[src/rtl/alu_seq.sv]
// Handshaked ALU: logic/arith ops finish on the accept edge, shifts take k edges, MUL takes WIDTH edges.
// Latency: 1 cycle (single), k+1 (shift by k>0), WIDTH+1 (MUL) from accept to out_valid_o.
// Backpressure: result and flags held in DONE until out_ready_i; no new request accepted meanwhile.
module alu_seq #(
   parameter int WIDTH  = 8,
   parameter bit MUL_EN = 1'b1
) (
   input  logic             clk_i,
   input  logic             rst_n_i,
   input  logic             flush_i,
   input  logic             in_valid_i,
   output logic             in_ready_o,
   input  logic [3:0]       opcode_i,
   input  logic [WIDTH-1:0] rs_i,
   input  logic [WIDTH-1:0] rt_i,
   output logic             out_valid_o,
   input  logic             out_ready_i,
   output logic [WIDTH-1:0] alu_result_o,
   output logic             set_o,
   output logic             zero_o,
   output logic             carry_o,
   output logic             ovf_o,
   output logic             err_o
);

   localparam int CW = $clog2(WIDTH + 1);

   typedef enum logic [1:0] {IDLE, BUSY, DONE} state_t;

   typedef struct packed {
      logic set;
      logic zero;
      logic carry;
      logic ovf;
      logic err;
   } flags_t;

   state_t           state_q, state_d;
   logic             is_mul_q, shl_q;
   logic [WIDTH-1:0] opa_q, opb_q, acc_q, res_q;
   logic [CW-1:0]    cnt_q;
   flags_t           flg_q;

   logic [WIDTH:0]   sum, diff;
   logic [WIDTH-1:0] sc_res, neg_rs, shf, mac, step_res;
   logic [CW-1:0]    k_sat;
   logic             multi, slt, last;
   flags_t           sc_flg, step_flg;

   // Single-cycle results, evaluated on the request operands at accept time.
   always_comb begin
      sc_res = '0;
      sc_flg = '0;
      multi  = 1'b0;
      sum    = {1'b0, rs_i} + {1'b0, rt_i};
      diff   = {1'b0, rs_i} - {1'b0, rt_i};
      neg_rs = '0 - rs_i;
      slt    = $signed(rs_i) < $signed(rt_i);
      k_sat  = (rt_i >= WIDTH'(WIDTH)) ? CW'(WIDTH) : rt_i[CW-1:0];
      case (opcode_i)
         4'd0: sc_res = rs_i & rt_i;
         4'd1: begin
            sc_res       = sum[WIDTH-1:0];
            sc_flg.carry = sum[WIDTH];
            sc_flg.ovf   = (rs_i[WIDTH-1] == rt_i[WIDTH-1]) && (sum[WIDTH-1] != rs_i[WIDTH-1]);
         end
         4'd2, 4'd3: begin
            if (k_sat == '0) sc_res = rs_i;
            else             multi  = 1'b1;
         end
         4'd4: begin
            sc_res       = diff[WIDTH-1:0];
            sc_flg.carry = ~diff[WIDTH];
            sc_flg.ovf   = (rs_i[WIDTH-1] != rt_i[WIDTH-1]) && (diff[WIDTH-1] != rs_i[WIDTH-1]);
         end
         4'd5: begin
            sc_flg.set = slt;
            sc_res     = {{(WIDTH-1){1'b0}}, slt};
         end
         4'd6: begin
            sc_res     = rs_i[WIDTH-1] ? neg_rs : rs_i;
            sc_flg.ovf = (rs_i == {1'b1, {(WIDTH-1){1'b0}}});
         end
         4'd7: sc_res = {{(WIDTH-1){1'b0}}, (rs_i == rt_i)};
         4'd8: begin
            if (MUL_EN) multi      = 1'b1;
            else        sc_flg.err = 1'b1;
         end
         4'd9:  sc_res = rs_i | rt_i;
         4'd10: sc_res = rs_i ^ rt_i;
         default: sc_flg.err = 1'b1;
      endcase
      sc_flg.zero = (sc_res == '0);
   end

   // One iterative step: shift the working operand, or shift-add for MUL.
   always_comb begin
      shf           = shl_q ? (opa_q << 1) : (opa_q >> 1);
      mac           = acc_q + (opb_q[0] ? opa_q : '0);
      step_res      = is_mul_q ? mac : shf;
      last          = (cnt_q == CW'(1));
      step_flg      = '0;
      step_flg.zero = (step_res == '0);
   end

   always_comb begin
      state_d     = state_q;
      in_ready_o  = (state_q == IDLE) && rst_n_i;
      out_valid_o = (state_q == DONE);
      case (state_q)
         IDLE:    if (in_valid_i) state_d = multi ? BUSY : DONE;
         BUSY:    if (last)       state_d = DONE;
         DONE:    if (out_ready_i) state_d = IDLE;
         default: state_d = IDLE;
      endcase
      if (flush_i) state_d = IDLE;
   end

   always_ff @(posedge clk_i or negedge rst_n_i) begin
      if (!rst_n_i) state_q <= IDLE;
      else          state_q <= state_d;
   end

   always_ff @(posedge clk_i or negedge rst_n_i) begin
      if (!rst_n_i) begin
         is_mul_q <= 1'b0;
         shl_q    <= 1'b0;
         opa_q    <= '0;
         opb_q    <= '0;
         acc_q    <= '0;
         cnt_q    <= '0;
         res_q    <= '0;
         flg_q    <= '0;
      end else if (flush_i) begin
         acc_q <= '0;
         cnt_q <= '0;
         res_q <= '0;
         flg_q <= '0;
      end else begin
         case (state_q)
            IDLE: begin
               if (in_valid_i && multi) begin
                  is_mul_q <= (opcode_i == 4'd8);
                  shl_q    <= (opcode_i != 4'd3);
                  opa_q    <= rs_i;
                  opb_q    <= rt_i;
                  acc_q    <= '0;
                  cnt_q    <= (opcode_i == 4'd8) ? CW'(WIDTH) : k_sat;
               end else if (in_valid_i) begin
                  res_q <= sc_res;
                  flg_q <= sc_flg;
               end
            end
            BUSY: begin
               acc_q <= mac;
               opa_q <= shf;
               opb_q <= opb_q >> 1;
               cnt_q <= cnt_q - CW'(1);
               if (last) begin
                  res_q <= step_res;
                  flg_q <= step_flg;
               end
            end
            default: ;
         endcase
      end
   end

   assign alu_result_o = res_q;
   assign set_o        = flg_q.set;
   assign zero_o       = flg_q.zero;
   assign carry_o      = flg_q.carry;
   assign ovf_o        = flg_q.ovf;
   assign err_o        = flg_q.err;

endmodule

[config.mk]
export PLATFORM = sky130hd
export DESIGN_NAME = alu_seq
export DESIGN_NICKNAME = d
export VERILOG_FILES = /design/src/rtl/alu_seq.sv
export SDC_FILE = /design/constraint.sdc
export NUM_CORES = 1
export LEC_CHECK = 0
export BUFFER_PORTS_ARGS = -buffer_cell sky130_fd_sc_hd__buf_2
export CAP_MARGIN = 10
export CORE_ASPECT_RATIO = 0.8
export CORE_MARGIN = 8
export CORE_UTILIZATION = 50
export DETAILED_ROUTE_END_ITERATION = 12
export PLACE_DENSITY = 0.77
export SYNTH_ARGS = -nofsm -noshare
export SYNTH_HDL_FRONTEND = slang
export SYNTH_SLANG_ARGS = --single-unit
[constraint.sdc]
create_clock -name clk_i -period 2.3 [get_ports clk_i]
set_input_delay 0.46 -clock clk_i [delete_from_list [all_inputs] [get_ports clk_i]]
set_output_delay 0.46 -clock clk_i [all_outputs]
set_load 0.005 [all_outputs]
Yosys cells after proc, flatten, opt, wreduce, memory -nomap -nowiden:

Cells that the tools add are included.

* register bits: 45
* latch bits: 0
* RAM bits: 0
* memory bits (read-only): 0
* input port bits: 25
* output and inout port bits: 15
* memories: 0

* $add $sub $neg: 5
* $mul: 0
* divide/modulo/power cells: 0
* $lt $le $gt $ge: 2
* equal/unequal tests: 26
* shifts and indexed selects: 0
* mux-type cells: 40
* bitwise operators: 5
* reduce and logical (&&, ||, !) cells: 18

Operators with widths (count)
* $mux 8: 13
* $pmux 8 s9: 1
* $pmux 8 s2: 4
* $mux 5: 4
* $eq 4x3->1 const B: 4
* $logic_not 8->1: 2
* $mux 4: 4
* $eq 4x4->1 const B: 3
* $reduce_or 11->1: 1
* $mux 2: 5
* $pmux 5 s2: 1
* $add 8x8->9: 1
* $ne 3x3->1 const B: 3
* $reduce_and 3->1: 3
* $sub 8x8->9: 1
* $add 8x8->8: 1
* $and 8x8->8: 1
* $eq 4x1->1 const B: 2
* $eq 4x2->1 const B: 2
* $eq 8x8->1: 1
* $eq 8x8->1 const B: 1
* $ge 8x4->1 const B: 1
* $logic_not 4->1: 2
* $lt 8x8->1: 1
* other kinds (24): 34

Longest topological paths before layout:

* depth in word-level cells: 10
* gate-level depth with buffers: 12
* depth with buffers taken out: 12

Worst setup path before layout:

Ideal clock, no wire load.

* path kind: input port to flip-flop
* start point: input rs_i[7]
* end point: register flg_q, in the netlist zero_o
* setup time: 125 ps
* arrival: 2672 ps
* required time: 2175 ps
* path slack: -497 ps
* stages on the path: 11
* path through: clkbuf_1 inv_1 ha_1 or4_1 or4_1 o41ai_2 a221oi_1 o31ai_1 nor4_1 nand4_1 nand3_1

* longest elaborated chain between the ends: 8
* elaborated cells between the ends (all ways): 16
* those cells by class: 3 x add/sub; 1 x order compare; 1 x eq/ne; 7 x mux; 3 x bitwise; 1 x reduce/logical

Ends and longest elaborated chain
* from (decl): line 14 `input logic [WIDTH-1:0] rs_i,`
* $sub 1x8->8: line 57 `neg_rs = '0 - rs_i;`
* $mux 8: line 81 `sc_res = rs_i[WIDTH-1] ? neg_rs : rs_i;`
* $pmux 8 s9 *: line 60 `case (opcode_i)`
* $logic_not 8->1 *: line 93 `sc_flg.zero = (sc_res == '0);`
* $mux 5 *: line 149 `end else if (in_valid_i) begin`
* $mux 5 *: line 142 `if (in_valid_i && multi) begin`
* $pmux 5 s2 *: line 140 `case (state_q)`
* $mux 5 *: line 134 `end else if (flush_i) begin`
* to (signal assigned): line 151 `flg_q <= sc_flg;`
* to (signal assigned): line 161 `flg_q <= step_flg;`
* to (decl): line 42 `flags_t flg_q;`

Mark *: on every way between the ends. The rest lies on a longest branch, timed or not. The select of a mux whose other input is x is not followed.
A chain may end at the register's enable or synchronous reset.

Worst setup path in the final report:

* start point: register opb_q[0]
* end point: register res_q[6] (netlist: alu_result_o[6])

* longest elaborated chain between the ends: 6

Ends and longest elaborated chain
* from (decl): line 40 `logic [WIDTH-1:0] opa_q, opb_q, acc_q, res_q;`
* from (signal assigned): line 146 `opb_q <= rt_i;`
* from (signal assigned): line 157 `opb_q <= opb_q >> 1;`
* $mux 8: line 99 `mac = acc_q + (opb_q[0] ? opa_q : '0);`
* $add 8x8->8: line 99
* $mux 8: line 100 `step_res = is_mul_q ? mac : shf;`
* $mux 8: line 159 `if (last) begin`
* $pmux 8 s2: line 140
* $mux 8: line 134
* to (signal assigned): line 150 `res_q <= sc_res;`
* to (signal assigned): line 160 `res_q <= step_res;`
* to (decl): line 40

No other way between the ends. The select of a mux whose other input is x is not followed.

==> impl_metrics.ini <==
[cells_and_area]
final_util_pct = 73.1
drive_above_1_share_pct = 41.1
antenna_cells = 0
layoutNonFillerInstCount = 783
nNetsFinal = 732
syn_to_final_growth_pct = 44.3

[job]
drv_cap = 0

[status]
status = finished with violations
violations = negative setup slack

[synthesis]
synthCells = 517
yosysSeqAreaShare_pct = 26.6
synth_flop_cell = dfrtp_1
synth_fp_nets = 579
syn_area_um2 = 4240
synth-seq-cells = 45
synth_cell_types = 73
avgSynthCellArea_um2 = 8.20
async_flop_share_pct = 100
synth-edff-count = 0
ys_warn_count = 0

[grt]
antenna_found_initial = 0
grt_first_pass_wirelength_um = 24000
grt-ovfl-total = 0
grtUsageTotal_pct = 25.3
grt_pass1_vias = 4510
grt_max_degree = 46

[die]
die_w_um = 119
initial_core_util_pct = 50.7
die_y_um = 98.4
core-area_um2 = 8370
dieArea_um2 = 11700
rows = 30
num_io_pins = 40

[sta]
clock_skew_ps = 10.3
hold_violations = 0
period_needed_ps = 2470
rsz0062_at_grt = yes
finalSetupViolCount = 5
finalMaxSlewViolations = 0
finalHoldWorstSlack_ps = 323
worst_pin_slew_ps = 600
relSlewSlack_pct = 60.0
fin_crit_sh_pct = 107
fmax_mhz = 405
layout_setup_ws_ps = -169

[cts]
root_buffer = clkbuf_8
cts_sinks = 45
cts_hold_buf = 0
clk_latency_ps = 310
numCtsBuffers = 5
ctsLongestPathBuffers = 2
cts_tree = yes
cts_max_level = 2
clkSlewWorstSetupHoldPaths_ps = 90

[route]
num_vias = 4944
viasPerCell = 6.31
ant_nets = 0
first_iter_violations = 588
routed_wl_um = 16300
drtPass1Iterations = 5
drc = 0
wire_per_inst_um = 20.8

[critical_path]
rrSetupSlack_ps = -170
end_kind = register
r2r-start = opb_q[0]
critPathKind = register to register
worst_ep_arrival_time_ps = 2670
worst-endpoint-required_ps = 2500
rr_worst_depth = 9
rr_endpoint = alu_result_o[6]
crit_fanout = 3
startpoint_type = register

[placement]
gp_congestion = 0.945
port_buffers = 39
hpwl_um = 11800
placed_cells = 766
place_ws_ps = -583

[hold_path]
hold_path_class = input port to asynchronous set/reset pin

[pwr]
peakVddDrop_mv = 0.428
p_total_uw = 2960
p_leak_uw = 0.00289
power_density_nw_per_um2 = 484
## flip-flops by register name, indices dropped and copies added, names as in the netlist
register	count
opb_q	8
err_o	1
alu_result_o	8
opa_q	8
carry_o	1
is_mul_q	1
set_o	1
state_q	2
shl_q	1
cnt_q	4
ovf_o	1
zero_o	1
acc_q	8
## cell usage after synthesis, drive strengths merged, types with 3 or more instances
cell type	instances	area share, %
o31ai	7	1.2
and2	12	1.8
o41ai	3	0.80
nor4	10	1.5
nor2b	11	1.6
nand2b	7	1.0
nand3	8	0.94
a21oi	30	3.5
nor4bb	3	0.71
o21bai	5	0.89
inv	28	2.5
o22ai	3	0.44
a211o	3	0.62
a22oi	4	0.71
mux2	5	1.3
a22o	5	1.0
nor3b	10	1.8
or3	4	0.59
or4	5	0.89
nor3	18	2.1
a221o	3	0.71
clkbuf	12	1.1
o221ai	5	1.0
fa	3	1.4
xnor2	6	1.2
buf	19	3.0
nand2	56	5.0
nand4	3	0.44
nor2	26	2.3
mux2i	14	3.3
ha	34	10
dfrtp	45	27
a32oi	3	0.62
o21ai	50	6.0
a31oi	6	0.89
a21o	7	1.2
a211oi	8	1.5
## timing repair
| item | CTS | global route |
|---|---|---|
| resized for setup | 32 | 78 |
| setup endpoints to repair | 10 | 28 |
| setup buffers | 2 | 8 |
| pin swaps | 17 | 43 |
| gates cloned | 0 | 0 |
## per-stage QoR
| step | TNS [ps] | cell area (µm²) |
|---|---|---|
| detailed placement | -7810 | 5450 |
| global placement | -6420 | 5450 |
| global route | -1220 | 6120 |
| finish | -569 | 6120 |
| CTS | -381 | 5690 |
| floorplan | -372 | 4340 |
## final cells by class
class | instances | area (µm²)
clock buffers | 6 | 82.6
clock inverters | 2 | 13.8
fillers | 589 | 2250
inverters | 28 | 118
multi-input cells | 413 | 3340
flip-flops and latches | 45 | 1130
well taps | 112 | 140
repair buffers | 177 | 1290
## layout by cell type, fill, tap and decap left out, types with 9 or more instances in the layout
cell	n
buf_4	131
mux2i_1	13
ha_1	22
ha_4	12
nand2_1	55
buf_2	35
nor2_1	24
nor3_1	14
nor2b_1	9
a21oi_1	21
and2_1	10
dfrtp_1	45
inv_1	16
o21ai_0	41
## worst max path at each step
stage | startpoint | to | slack [ps] | cells past startpoint
finish | opb_q[0] | alu_result_o[6] | -170 | 9
floorplan | rs_i[0] | zero_o | -140 | 12
detailed placement | rs_i[0] | zero_o | -580 | 14
global route | opb_q[0] | alu_result_o[6] | -340 | 9
CTS | rs_i[0] | zero_o | -130 | 14
global placement | rs_i[0] | zero_o | -520 | 12
## per-layer routing
layer	wire, µm	track usage [%]	vias up
li1	-	-	2207
met1	7060	36.1	2377
met2	7070	37.9	306
met3	1720	6.17	54
met4	437	4.75	0
met5	0	0	-
## kinds of logic after synthesis
| kind of cell | Yosys count | share of synthesized area (%) |
|---|---|---|
| fa+ha+maj | 37 | 11.4 |
| buf+inv | 59 | 6.61 |
| simple gates | 187 | 23.5 |
| mux | 19 | 4.63 |
| flops | 45 | 26.6 |
| compound gates | 162 | 25.6 |
| xor+xnor | 8 | 1.65 |
## worst max-delay path: stages, from the launching register on
cell and delay [ps]:
dfrtp_1 410, and2_4 160, ha_4 160, fa_2 380, a211oi_2 280, o21bai_1 170
a21oi_2 200, xor2_2 170, a21oi_2 90, a221o_1 340
## power by group
group | leakage, µW | switching (µW) | internal, µW
Sequential | 0.000601 | 91.9 | 908
Combinational | 0.00223 | 755 | 672
Clock | 0.0000512 | 288 | 244
Total | 0.00289 | 1140 | 1820
No activity file was read; power rests on OpenSTA's default activity.
